File: config.mk
export PLATFORM = sky130hd
export DESIGN_NAME = rv_mc_ctrl_flat
export DESIGN_NICKNAME = d
export VERILOG_FILES = /design/src/rtl/rv_mc_ctrl_if.sv /design/src/rtl/rv_mc_ctrl.sv /design/src/flat_wrapper.sv
export SDC_FILE = /design/constraint.sdc
export NUM_CORES = 1
export LEC_CHECK = 0
export CORE_UTILIZATION = 51
export CTS_BUF_LIST = sky130_fd_sc_hd__clkbuf_2
export DETAILED_ROUTE_END_ITERATION = 16
export GPL_ROUTABILITY_DRIVEN = 0
export HOLD_SLACK_MARGIN = 0.15
export PLACE_DENSITY = 0.84
export SYNTH_ARGS = -nofsm -noshare
export SYNTH_HDL_FRONTEND = slang
export SYNTH_SLANG_ARGS = --single-unit
export TNS_END_PERCENT = 30
File: constraint.sdc
create_clock -name clk -period 6.3 [get_ports clk]
set_clock_uncertainty 0.2 [all_clocks]
set_input_delay 0.63 -clock clk [delete_from_list [all_inputs] [get_ports clk]]
set_output_delay 0.63 -clock clk [all_outputs]
set_load 0.01 [all_outputs]
File: src/rtl/rv_mc_ctrl_if.sv
// Control/handshake bundle between the multi-cycle controller (master) and
// the instruction/data memories plus datapath (slave).
interface rv_mc_ctrl_if #(
  parameter int DATA_WIDTH     = 32,
  parameter int CONTROLL_WIDTH = 4
) ();
  logic [DATA_WIDTH-1:0]     instr;
  logic                      instr_valid;
  logic                      instr_ready;
  logic                      ir_we;
  logic                      zero;
  logic [CONTROLL_WIDTH-1:0] alu_ctrl;
  logic                      alu_src_b;
  logic                      reg_we;
  logic [1:0]                result_src;
  logic                      mem_re;
  logic                      mem_we;
  logic                      mem_ack;
  logic                      pc_we;
  logic                      pc_src;
  logic                      illegal;

  modport master (
    input  instr, instr_valid, zero, mem_ack,
    output instr_ready, ir_we, alu_ctrl, alu_src_b, reg_we, result_src,
           mem_re, mem_we, pc_we, pc_src, illegal
  );

  modport slave (
    output instr, instr_valid, zero, mem_ack,
    input  instr_ready, ir_we, alu_ctrl, alu_src_b, reg_we, result_src,
           mem_re, mem_we, pc_we, pc_src, illegal
  );
endinterface

File: src/rtl/rv_mc_ctrl.sv
// Multi-cycle RV32I control FSM: fetch/decode/execute/memory/writeback sequencing.
// Optional retired-instruction counter enabled by RV_MC_CTRL_RETIRE_CNT_EN.
module rv_mc_ctrl #(
  parameter int DATA_WIDTH     = 32,
  parameter int CONTROLL_WIDTH = 4
) (
  input logic          clk,
  input logic          rst_n,
  rv_mc_ctrl_if.master bus
`ifdef RV_MC_CTRL_RETIRE_CNT_EN
  ,
  output logic [31:0]  retire_cnt
`endif
);

  typedef enum logic [3:0] {
    FETCH, DECODE, EXEC_R, EXEC_I, MEM_ADDR, MEM_RD, MEM_WR, WB, BRANCH, JUMP, TRAP
  } state_t;

  localparam logic [CONTROLL_WIDTH-1:0] ALU_ADD = CONTROLL_WIDTH'(0);
  localparam logic [CONTROLL_WIDTH-1:0] ALU_SUB = CONTROLL_WIDTH'(1);
  localparam logic [CONTROLL_WIDTH-1:0] ALU_AND = CONTROLL_WIDTH'(2);
  localparam logic [CONTROLL_WIDTH-1:0] ALU_OR  = CONTROLL_WIDTH'(3);
  localparam logic [CONTROLL_WIDTH-1:0] ALU_SLT = CONTROLL_WIDTH'(5);
  localparam logic [CONTROLL_WIDTH-1:0] ALU_JAL = CONTROLL_WIDTH'(8);

  state_t                    state_q, state_d;
  logic [DATA_WIDTH-1:0]     ir_q;
  logic                      ready_q, src_b_q, reg_we_q, mem_re_q, mem_we_q;
  logic                      pc_we_q, pc_src_q, br_q, inv_q, illegal_q;
  logic [1:0]                result_src_q;
  logic [CONTROLL_WIDTH-1:0] alu_q;

  logic [6:0] opc, f7;
  logic [2:0] f3;
  logic       is_load, accept, unused_ir;

  assign opc       = ir_q[6:0];
  assign f3        = ir_q[14:12];
  assign f7        = ir_q[31:25];
  assign is_load   = (opc == 7'b0000011);
  assign accept    = ready_q & bus.instr_valid;
  assign unused_ir = ^ir_q[24:7];

  function automatic state_t decode_next(input logic [6:0] op, input logic [2:0] fn3,
                                         input logic [6:0] fn7);
    state_t nxt;
    nxt = TRAP;
    case (op)
      7'b0110011:
        if ((fn7 == 7'h00 && (fn3 == 3'b000 || fn3 == 3'b111 || fn3 == 3'b110 ||
                              fn3 == 3'b010)) || (fn7 == 7'h20 && fn3 == 3'b000))
          nxt = EXEC_R;
      7'b0010011:             if (fn3 == 3'b000) nxt = EXEC_I;
      7'b0000011, 7'b0100011: nxt = MEM_ADDR;
      7'b1100011:             if (fn3[2:1] != 2'b01) nxt = BRANCH;
      7'b1101111:             nxt = JUMP;
      default:                nxt = TRAP;
    endcase
    return nxt;
  endfunction

  function automatic logic [CONTROLL_WIDTH-1:0] r_op(input logic [2:0] fn3, input logic [6:0] fn7);
    if (fn7[5]) return ALU_SUB;
    case (fn3)
      3'b111:  return ALU_AND;
      3'b110:  return ALU_OR;
      3'b010:  return ALU_SLT;
      default: return ALU_ADD;
    endcase
  endfunction

  // Branch compare selection; bne reuses ADD with the zero flag inverted.
  function automatic logic [CONTROLL_WIDTH-1:0] br_op(input logic [2:0] fn3);
    case (fn3)
      3'b100:  return ALU_OR;
      3'b101:  return ALU_SUB;
      3'b110:  return ALU_SLT;
      3'b111:  return ALU_AND;
      default: return ALU_ADD;
    endcase
  endfunction

  always_comb begin
    state_d = state_q;
    case (state_q)
      FETCH:            if (accept) state_d = DECODE;
      DECODE:           state_d = decode_next(opc, f3, f7);
      EXEC_R, EXEC_I:   state_d = WB;
      MEM_ADDR:         state_d = is_load ? MEM_RD : MEM_WR;
      MEM_RD:           if (bus.mem_ack) state_d = WB;
      MEM_WR:           if (bus.mem_ack) state_d = FETCH;
      WB, BRANCH, JUMP: state_d = FETCH;
      TRAP:             state_d = TRAP;
      default:          state_d = TRAP;
    endcase
  end

  // Moore outputs are registered from the upcoming state so they line up with it.
  always_ff @(posedge clk or negedge rst_n) begin
    if (!rst_n) begin
      state_q      <= FETCH;
      ir_q         <= '0;
      ready_q      <= 1'b0;
      src_b_q      <= 1'b0;
      reg_we_q     <= 1'b0;
      mem_re_q     <= 1'b0;
      mem_we_q     <= 1'b0;
      pc_we_q      <= 1'b0;
      pc_src_q     <= 1'b0;
      br_q         <= 1'b0;
      inv_q        <= 1'b0;
      illegal_q    <= 1'b0;
      result_src_q <= 2'd0;
      alu_q        <= ALU_ADD;
    end else begin
      state_q      <= state_d;
      if (accept) ir_q <= bus.instr;
      ready_q      <= 1'b0;
      src_b_q      <= 1'b0;
      reg_we_q     <= 1'b0;
      mem_re_q     <= 1'b0;
      mem_we_q     <= 1'b0;
      pc_we_q      <= 1'b0;
      pc_src_q     <= 1'b0;
      br_q         <= 1'b0;
      inv_q        <= 1'b0;
      illegal_q    <= 1'b0;
      result_src_q <= 2'd0;
      alu_q        <= ALU_ADD;
      case (state_d)
        FETCH:    ready_q <= 1'b1;
        EXEC_R:   alu_q   <= r_op(f3, f7);
        EXEC_I:   src_b_q <= 1'b1;
        MEM_ADDR: src_b_q <= 1'b1;
        MEM_RD:   mem_re_q <= 1'b1;
        MEM_WR:   mem_we_q <= 1'b1;
        WB: begin
          reg_we_q     <= 1'b1;
          pc_we_q      <= 1'b1;
          result_src_q <= is_load ? 2'd1 : 2'd0;
        end
        BRANCH: begin
          alu_q   <= br_op(f3);
          pc_we_q <= 1'b1;
          br_q    <= 1'b1;
          inv_q   <= (f3 == 3'b001);
        end
        JUMP: begin
          alu_q        <= ALU_JAL;
          src_b_q      <= 1'b1;
          reg_we_q     <= 1'b1;
          result_src_q <= 2'd2;
          pc_we_q      <= 1'b1;
          pc_src_q     <= 1'b1;
        end
        TRAP:     illegal_q <= 1'b1;
        default:  ;
      endcase
    end
  end

  assign bus.instr_ready = ready_q;
  assign bus.ir_we       = accept;
  assign bus.alu_ctrl    = alu_q;
  assign bus.alu_src_b   = src_b_q;
  assign bus.reg_we      = reg_we_q;
  assign bus.result_src  = result_src_q;
  assign bus.mem_re      = mem_re_q;
  assign bus.mem_we      = mem_we_q;
  // A store retires on its ack cycle; a branch resolves from the live zero flag.
  assign bus.pc_we       = pc_we_q | (mem_we_q & bus.mem_ack);
  assign bus.pc_src      = br_q ? (bus.zero ^ inv_q) : pc_src_q;
  assign bus.illegal     = illegal_q;

`ifdef RV_MC_CTRL_RETIRE_CNT_EN
  always_ff @(posedge clk or negedge rst_n) begin
    if (!rst_n)          retire_cnt <= 32'd0;
    else if (bus.pc_we)  retire_cnt <= retire_cnt + 32'd1;
  end
`endif

endmodule

File: src/flat_wrapper.sv
// flat-port wrapper written by rule: the top's interface ports become plain ports
module rv_mc_ctrl_flat 
#(
  parameter int DATA_WIDTH     = 32,
  parameter int CONTROLL_WIDTH = 4
)
  (clk, rst_n, bus_instr, bus_instr_valid, bus_zero, bus_mem_ack, bus_instr_ready, bus_ir_we, bus_alu_ctrl, bus_alu_src_b, bus_reg_we, bus_result_src, bus_mem_re, bus_mem_we, bus_pc_we, bus_pc_src, bus_illegal);
  rv_mc_ctrl_if #(.DATA_WIDTH(DATA_WIDTH), .CONTROLL_WIDTH(CONTROLL_WIDTH)) bus_i ();
  input logic clk;
  input logic rst_n;
  input wire logic [$bits(bus_i.instr)-1:0] bus_instr;
  input wire logic [$bits(bus_i.instr_valid)-1:0] bus_instr_valid;
  input wire logic [$bits(bus_i.zero)-1:0] bus_zero;
  input wire logic [$bits(bus_i.mem_ack)-1:0] bus_mem_ack;
  output wire logic [$bits(bus_i.instr_ready)-1:0] bus_instr_ready;
  output wire logic [$bits(bus_i.ir_we)-1:0] bus_ir_we;
  output wire logic [$bits(bus_i.alu_ctrl)-1:0] bus_alu_ctrl;
  output wire logic [$bits(bus_i.alu_src_b)-1:0] bus_alu_src_b;
  output wire logic [$bits(bus_i.reg_we)-1:0] bus_reg_we;
  output wire logic [$bits(bus_i.result_src)-1:0] bus_result_src;
  output wire logic [$bits(bus_i.mem_re)-1:0] bus_mem_re;
  output wire logic [$bits(bus_i.mem_we)-1:0] bus_mem_we;
  output wire logic [$bits(bus_i.pc_we)-1:0] bus_pc_we;
  output wire logic [$bits(bus_i.pc_src)-1:0] bus_pc_src;
  output wire logic [$bits(bus_i.illegal)-1:0] bus_illegal;
  assign bus_i.instr = bus_instr;
  assign bus_i.instr_valid = bus_instr_valid;
  assign bus_i.zero = bus_zero;
  assign bus_i.mem_ack = bus_mem_ack;
  assign bus_instr_ready = bus_i.instr_ready;
  assign bus_ir_we = bus_i.ir_we;
  assign bus_alu_ctrl = bus_i.alu_ctrl;
  assign bus_alu_src_b = bus_i.alu_src_b;
  assign bus_reg_we = bus_i.reg_we;
  assign bus_result_src = bus_i.result_src;
  assign bus_mem_re = bus_i.mem_re;
  assign bus_mem_we = bus_i.mem_we;
  assign bus_pc_we = bus_i.pc_we;
  assign bus_pc_src = bus_i.pc_src;
  assign bus_illegal = bus_i.illegal;
  rv_mc_ctrl #(.DATA_WIDTH(DATA_WIDTH), .CONTROLL_WIDTH(CONTROLL_WIDTH)) u_core (.clk(clk), .rst_n(rst_n), .bus(bus_i));
endmodule
**Word-level counts from Yosys, hierarchy flattened**

Index checks and enable logic that the tools add are counted.

- Equality and inequality tests: 32
- Muxes and demuxes: 29
- Bitwise logic cells: 4
- Reduce and logical (&&, ||, !) cells: 16

Operators with widths:

| operator | count |
|---|---|
| equality test 4 x 3 -> 1 bit, second input constant | 8 |
| two-way mux 4 bit | 7 |
| case mux 4 bit (7 select lines) | 1 |
| equality test 7 x 6 -> 1 bit, second input constant | 3 |
| equality test 4 bit, second input constant | 5 |
| case mux 4 bit (5 select lines) | 1 |
| equality test 4 x 2 -> 1 bit, second input constant | 4 |
| equality test 7 bit, second input constant | 2 |
| two-way mux 1 bit | 14 |
| equality test 3 bit, second input constant | 4 |
| case mux 3 bit (4 select lines) | 1 |
| case mux 4 bit (3 select lines) | 1 |
| case mux 3 bit (3 select lines) | 1 |
| OR reduction 3 bit | 3 |
| logical NOT 4 bit | 2 |
| equality test 7 x 2 -> 1 bit, second input constant | 1 |
| equality test 7 x 5 -> 1 bit, second input constant | 1 |
| logical NOT 7 bit | 1 |
| OR reduction 2 bit | 3 |
| equality test 4 x 1 -> 1 bit, second input constant | 1 |
| logical OR 1 bit | 4 |
| two-way mux 2 bit | 2 |
| case mux 2 bit (2 select lines) | 1 |
| equality test 3 x 1 -> 1 bit, second input constant | 1 |
| 7 further kinds | 9 |

- Register bits after elaboration: 52
- Input bits: 37
- Logic and storage cells: 95

**Logic depth before layout (Yosys ltp)**

Gate-level depths: netlist of the first run.

- Depth after elaboration: 13
- Gate-level depth with buffers: 8
- Gate-level depth less buffers: 7

**Least setup slack after synthesis of the first run**

Ideal clock, no wire load.

- Path type: reg2reg
- From: reg u_core.ir_q[2]
- To: reg u_core.alu_q[0] (netlist: u_core.bus.alu_ctrl[0])
- Setup time: 90 ps
- Data arrival time: 1941 ps
- Path slack: 4069 ps
- Cell stages (with the launch flop): 8
- Buffers on the path: 0
- Cells stage by stage: dfrtp_1 > and4bb_1 > a311oi_1 > o21ai_2 > o311ai_4 > or4_4 > a21boi_1 > o221ai_1

- Word-level cells in the longest chain between the ends: 6
- Elaborated cells on any way between the ends: 14
- Classes of those cells: 9 x eq/ne; 4 x mux; 1 x reduce/logical

Ends and longest elaborated chain:

| what | line | source |
|---|---|---|
| start, declared | rv_mc_ctrl.sv:28 | `logic [DATA_WIDTH-1:0] ir_q;` |
| start signal, assigned | rv_mc_ctrl.sv:118 | `if (accept) ir_q <= bus.instr;` |
| equality test 7 x 6 -> 1 bit or equality test 7 x 2 -> 1 bit (tied branches) | rv_mc_ctrl.sv:49, rv_mc_ctrl.sv:41 |  |
| OR reduction 2 bit | rv_mc_ctrl.sv:49 | `case (op)` |
| case mux 4 bit (5 select lines) | rv_mc_ctrl.sv:49 |  |
| case mux 4 bit (7 select lines) (*) | rv_mc_ctrl.sv:86 | `case (state_q)` |
| named net u_core.state_d[1] | rv_mc_ctrl.sv:27 | `state_t state_q, state_d;` |
| equality test 4 bit, or another cell as far along | rv_mc_ctrl.sv:131 | `case (state_d)` |
| case mux 4 bit (3 select lines) (*) | rv_mc_ctrl.sv:131 |  |
| end signal, assigned | rv_mc_ctrl.sv:133 | `EXEC_R: alu_q <= r_op(f3, f7);` |
| end signal, assigned | rv_mc_ctrl.sv:144 | `alu_q <= br_op(f3);` |
| end, declared | rv_mc_ctrl.sv:32 | `logic [CONTROLL_WIDTH-1:0] alu_q;` |

Mark *: on every way through the listed nets, which the timed path passes. The rest lies on a longest branch.
A chain may end at the register's enable or synchronous reset.

**Worst setup path in the final report of the first run**

- From: in bus_instr_valid
- To: out bus_ir_we

- Word-level cells in the longest chain between the ends: 1

Ends and longest elaborated chain:

| what | line | source |
|---|---|---|
| start, declared | flat_wrapper.sv:12 | `input wire logic [$bits(bus_i.instr_valid)-1:0] bus_instr_valid;` |
| bitwise AND 1 bit | rv_mc_ctrl.sv:42 | `assign accept = ready_q & bus.instr_valid;` |
| end, declared | flat_wrapper.sv:16 | `output wire logic [$bits(bus_i.ir_we)-1:0] bus_ir_we;` |

No other way between the ends.

==> impl_results.md, run 1 <==
- H-tree depth: 2
- Synth Net Count: 180
- Drt pass-1 iters: 5
- Clock Power Share: 11.2%
- Fin. max-slew vios: 0
- Seq/Total Area, Yosys: 54.2%
- Worst setup path class: in2out
- Fill cells: 253
- Mapped Area: 0.00166 mm^2
- Final wirelength: 3.24 mm
- Max-slew headroom: 57.4%
- Number of flops mapped to enable cells by yosys: 0
- Avg WL per Cell: 14.2 um
- Die Wd: 59.1 um
- Synth warnings: 0
- Critical path fanouts, max: 16
- P&R area growth vs syn: 26.7%
- Unrepaired setup endpoints after global routing: no
- Period Utilization, post-route: 50.7%
- Finished layout cell area: 0.00210 mm^2
- Mean Syn Cell Area: 11.6 um^2
- Initial antenna violation count: 0
- Fin cells: 229
- Net switching power: 0.354 mW
- Rows: 20
- Power Density: 428 mW/mm^2
- Placed cells: 221
- P_leak: 0.889 nW
- Total die area: 0.00349 mm^2
- First-pass GRT wire length: 5.58 mm
- Max Cap Viol: 0
- Combinational fraction of design power: 42.4%
- Mapped Cells: 143
- Status: complete, no violations
- IO Port Bufs: 36
- HP Class: reg2reg
- Final nets: 221
- Setup_tns: 0 ps
- Clock sinks: 36
- Count of cell types in the netlist: 45
- Total Power: 0.900 mW
- GRT Overall Usage: 21.6%
- CTS tree: done
- Inserted Diodes: 0
- Setup Viol. Count Final: 0
- Part of the power in registers: 46.4%
- Worst slew pin tran: 637 ps
- Core Area: 0.00308 mm^2
- Root Buffer: clkbuf_2
- Drt initial violations: 35
- Top FF cell, synth: dfrtp_1
- P_int: 0.546 mW
- Startpoint types: input port
- Setup bufs post-CTS: 0
- Clock Pin Slew Worst Setup and Hold Paths: 160 ps
- Fmax: 313 MHz
- Final min period: 3190 ps
- DP HPWL: 2.44 mm
- Antenna-violating nets left: 0
- Final hold violations: 0
- Layout cells sized above 1: 18.9%
- Util after Layout: 68.4%
- Post-route DRC: 0
- Vias per cell: 5.67
- Grt ovf: 0
- Post-CTS Hold Buffers: 0
- VDD IR max: 0.231 mV
- Switching Fraction: 39.3%
- CP Capture Type: primary output
- Initial core utilization: 54.0%
- Vias in the first global route: 1281
- Via count: 1298
- Die Ht: 59.1 um
- Synth Register Bits: 36
- Post-cts repair resize count: 0
- Clk Latency, worst-skew pair: 380 ps
- IO Count: 52
- Placed cell area: 0.00207 mm^2
- Clock buffer count from CTS: 5
- Async set-or-reset flop fraction in the synthesized netlist: 100%
- Largest net degree at the start of global routing: 37
- CTS max path bufs: 2
- Worst path arrival time: 2360 ps
- Worst Path Required: 5470 ps
synthesized netlist by cell type (all sizes together) (2+ instances only):
cell	number	area share, %
dfrtp	36	54
or2	2	0.75
nand2	8	1.8
nand4	2	0.75
buf	2	0.90
a21oi	4	1.4
nand3	4	1.2
mux2	14	9.5
nor2	9	2.3
nor4	3	1.1
nand2b	2	0.75
o21ai	11	3.8
inv	9	2.0
a31oi	4	1.5
nor3	4	1.9
o311ai	2	2.6
and4	2	1.1
nand3b	2	0.90
and2	4	1.6
a211oi	3	1.7
critical path: stages:
cell	delay [ps]
clkdlybuf4s50_1	460
nand2_1	370
inv_1	320
clkdlybuf4s50_1	590
final cells by class:
class | instances | area, um^2 | share of cell area [%]
multi-input combinational | 95 | 708 | 33.7
inverter | 9 | 33.8 | 1.61
clock inverter | 1 | 3.75 | 0.178
sequential | 36 | 901 | 42.8
clock buffer | 7 | 35.0 | 1.66
timing repair buffer | 37 | 368 | 17.5
tap | 44 | 55.1 | 2.62
registers in the layout, summed over array words and instances, names as in the netlist:
name                    cells
u_core.bus.alu_ctrl         4
u_core.inv_q                1
u_core.bus.illegal          1
u_core.pc_we_q              1
u_core.bus.instr_ready      1
u_core.bus.alu_src_b        1
u_core.bus.mem_we           1
u_core.br_q                 1
u_core.ir_q                17
u_core.bus.reg_we           1
u_core.pc_src_q             1
u_core.bus.mem_re           1
u_core.state_q              4
u_core.bus.result_src       1
metal layers:
layer	global-route usage (%)	wire length, um	up-vias
met5	0	0	-
met4	6.80	13	0
met3	6.33	188	2
met2	38.0	1720	49
met1	25.3	1320	641
li1	-	-	606
final timing paths:
| path | from | end | slack, ps | cells after the start |
|---|---|---|---|---|
| max | bus_instr_valid | bus_ir_we | 3110 | 4 |
| min reg2reg | u_core.ir_q[29] | u_core.ir_q[29] | 330 | 1 |
| max in group asynchronous | rst_n | u_core.ir_q[31] | 5150 | 2 |
| max reg2reg | u_core.bus.instr_ready | u_core.bus.alu_ctrl[0] | 3820 | 7 |
| min in group asynchronous | rst_n | u_core.bus.result_src[0] | 430 | 2 |
| min | u_core.ir_q[29] | u_core.ir_q[29] | 330 | 1 |
layout by cell type (no fill, tap or decap), types with 4 or more instances in the layout:
master,instances
a31oi_1,4
clkbuf_2,7
clkdlybuf4s50_1,36
dfrtp_1,36
inv_1,9
mux2_2,14
nand2_1,8
nand3_1,4
nor2_1,7
o21ai_0,6
cell families (layout without fill, tap and decap cells):
kind of cell	count (synthesis)	count (layout)	share of synthesized area [%]
AOI/OAI and AO/OA	31	31	14.2
xor gates and xnor gates	2	2	1.05
buffers and inverters	12	54	3.16
DFF	36	36	54.2
muxes	14	14	9.49
and+or+nand+nor	48	48	17.8
per-stage QoR:
step	setup WS (ps)	hold WS (ps)
4_1_cts	3090	332
6_report	3110	333
3_5_place_dp	3110	296
2_1_floorplan	4070	134
3_3_place_gp	3080	291
5_1_grt	2990	356
power by group through the flow:
stage	Combinational (mW)	Clock [mW]	Sequential (mW)
CTS	0.383	0.104	0.415
detailed placement	0.380	0	0.420
floorplan	0.270	0	0.399
global route	0.422	0.114	0.429
finish	0.381	0.101	0.418
global placement	0.367	0	0.413
(Power assumes the default switching activity.)
==> inputs of run 2 (changes only) <==
CORE_UTILIZATION = 43   (was 51)
PLACE_DENSITY = 0.75   (was 0.84)
clock period = 2.55 ns   (was 6.3 ns; I/O delays follow)
==> impl_results.md, run 2 (synthesized netlist as in run 1, its figures left out) <==
- Status: complete, no violations
- H-tree depth: 2 (unchanged)
- Finished layout cell area: 0.00213 mm^2 (+1.4%)
- Setup Viol. Count Final: 0 (unchanged)
- Final hold violations: 0 (unchanged)
- Core Area: 0.00369 mm^2 (+20%)
- Critical path fanouts, max: 6 (-10)
- P_leak: 0.900 nW (+1.2%)
- Post-route DRC: 0 (unchanged)
- P&R area growth vs syn: 28.5%
- Unrepaired setup endpoints after global routing: no
- CP Capture Type: flip-flop
- Worst setup margin: 117 ps (-2990 ps)
- GR peak layer: met2
- DP HPWL: 2.47 mm (+1.1%)
- CTS max path bufs: 2 (unchanged)
- Worst Path Required: 2630 ps (-2840 ps)
- Power Density: 1050 mW/mm^2 (+150%)
- Worst path arrival time: 2510 ps (+150 ps)
- Placed cell area: 0.00209 mm^2 (+0.97%)
- Max reg flops: 17 (unchanged)
- Drt pass-1 iters: 4 (-1)
- Clk Latency, worst-skew pair: 360 ps (-20 ps)
- VDD IR max: 0.502 mV (+120%)
- GR Util met1: 20.1% (-5.2 points)
- Max Cap Viol: 0 (unchanged)
- Clock buffer count from CTS: 5 (unchanged)
- Inserted Diodes: 0 (unchanged)
- Total die area: 0.00412 mm^2 (+18%)
- Vias in the first global route: 1289 (+0.62%)
- GRT Overall Usage: 18.0% (-3.6 points)
- Initial core utilization: 45.0% (-8.9 points)
- Pre-CTS setup slack: 49.2 ps (-3060 ps)
- Root Buffer: clkbuf_2
- Worst slew pin tran: 459 ps (-179 ps)
- Largest net degree at the start of global routing: 37 (unchanged)
- Global Route met2 Usage: 31.5% (-6.5 points)
- Setup_tns: 0 ps (unchanged)
- Fmax: 411 MHz
- Die Wd: 64.2 um (+8.6%)
- Rows: 22 (+10%)
- Final nets: 224 (+1.4%)
- Antenna-violating nets left: 0 (unchanged)
- IO Port Bufs: 36 (unchanged)
- Avg WL per Cell: 13.8 um (-2.2%)
- Period Utilization, post-route: 95.4%
- Startpoint types: flip-flop
- Final wirelength: 3.27 mm (+0.83%)
- Layout cells sized above 1: 20.2% (+1.3 points)
- Via count: 1263 (-2.7%)
- Largest Register: u_core.ir_q
- GR Layer Usage met3: 5.36% (-0.97 points)
- Fin. max-slew vios: 0 (unchanged)
- Initial antenna violation count: 0 (unchanged)
- Max-slew headroom: 69.1% (+12 points)
- Die Ht: 64.2 um (+8.6%)
- Vias per cell: 5.35 (-5.6%)
- First-pass GRT wire length: 5.60 mm (+0.48%)
- CTS tree: done
- Most frequent cells in the layout: clkdlybuf4s50_1 (36), dfrtp_1 (36), mux2_2 (14), inv_1 (9), nand2_1 (8)
- Clock Pin Slew Worst Setup and Hold Paths: 150 ps (about the same)
- Grt ovf: 0 (unchanged)
- Clock sinks: 36 (unchanged)
- HP Class: in2reg
- Final min period: 2430 ps
- Worst setup path class: reg2reg
- IO Count: 52 (unchanged)
- Drt initial violations: 34 (-2.9%)
==> run 2: cell count changes in the layout (fill, tap and decap cells not counted) <==
| cell | previous run | this run |
|---|---|---|
| buf_4 | 1 | 3 |
| and4bb_1 | 1 | 0 |
| and4bb_2 | 0 | 1 |
| dlygate4sd3_1 | 0 | 1 |
| o21ai_0 | 6 | 5 |
| o21ai_1 | 3 | 4 |
==> run 2: final timing paths <==
kind	from	endpoint	slack, ps	depth (start not counted)
min in group asynchronous	rst_n	u_core.state_q[2]	620	3
setup / recovery	u_core.ir_q[0]	u_core.bus.alu_ctrl[0]	120	7
hold / removal	bus_instr[13]	u_core.ir_q[13]	240	3
setup reg to reg	u_core.ir_q[0]	u_core.bus.alu_ctrl[0]	120	7
hold reg to reg	u_core.ir_q[31]	u_core.ir_q[31]	340	1
max in group asynchronous	rst_n	u_core.bus.alu_ctrl[0]	1230	3
==> run 2: what timing repair did <==
item / 4_1_cts / 5_1_grt
hold buffers: 1 / 0
setup buffers: 0 / 0
gates resized for setup: 0 / 2
endpoints found under the setup margin: 0 / 2
endpoints found under the hold margin: 36 / 0
==> run 2: final cells by class <==
| type | instances | area (um^2) |
|---|---|---|
| inverters | 9 | 33.8 |
| multi-input cells | 95 | 708 |
| repair buffers | 40 | 393 |
| fillers | 330 | 1550 |
| well taps | 48 | 60.1 |
| clock inverters | 1 | 3.75 |
| flip-flops and latches | 36 | 901 |
| clock buffers | 7 | 35.0 |
==> run 2: routing by layer <==
layer | up-vias | share of wire, %
met1 | 589 | 42
li1 | 612 | -
met2 | 51 | 49
met4 | 0 | 2.3
met3 | 11 | 6.8
met5 | - | 0
==> run 2: worst max-delay path, stage by stage (launching register included) <==
cell,delay (ps)
dfrtp_1,460
and4bb_2,280
and2_1,150
o311ai_2,250
o21ai_2,160
or4_4,530
a21boi_1,150
o221ai_1,170
==> run 2: through the flow <==
step | total power, mW | hold slack, ps | instances | util (%)
2_1_floorplan | 1.65 | -241 | 143 | -
3_3_place_gp | 1.95 | 290 | 227 | 56.5
3_5_place_dp | 2.01 | 302 | 227 | 56.5
4_1_cts | 2.25 | 221 | 236 | 57.9
5_1_grt | 2.40 | 197 | 236 | 57.9
6_report | 2.24 | 243 | 236 | 57.9
==> run 2: where the power goes <==
group	leakage (nW)	switching [mW]	internal (mW)
Clock	0.0306	0.166	0.0734
Sequential	0.459	0.248	0.788
Combinational	0.410	0.458	0.507
Total	0.900	0.872	1.37
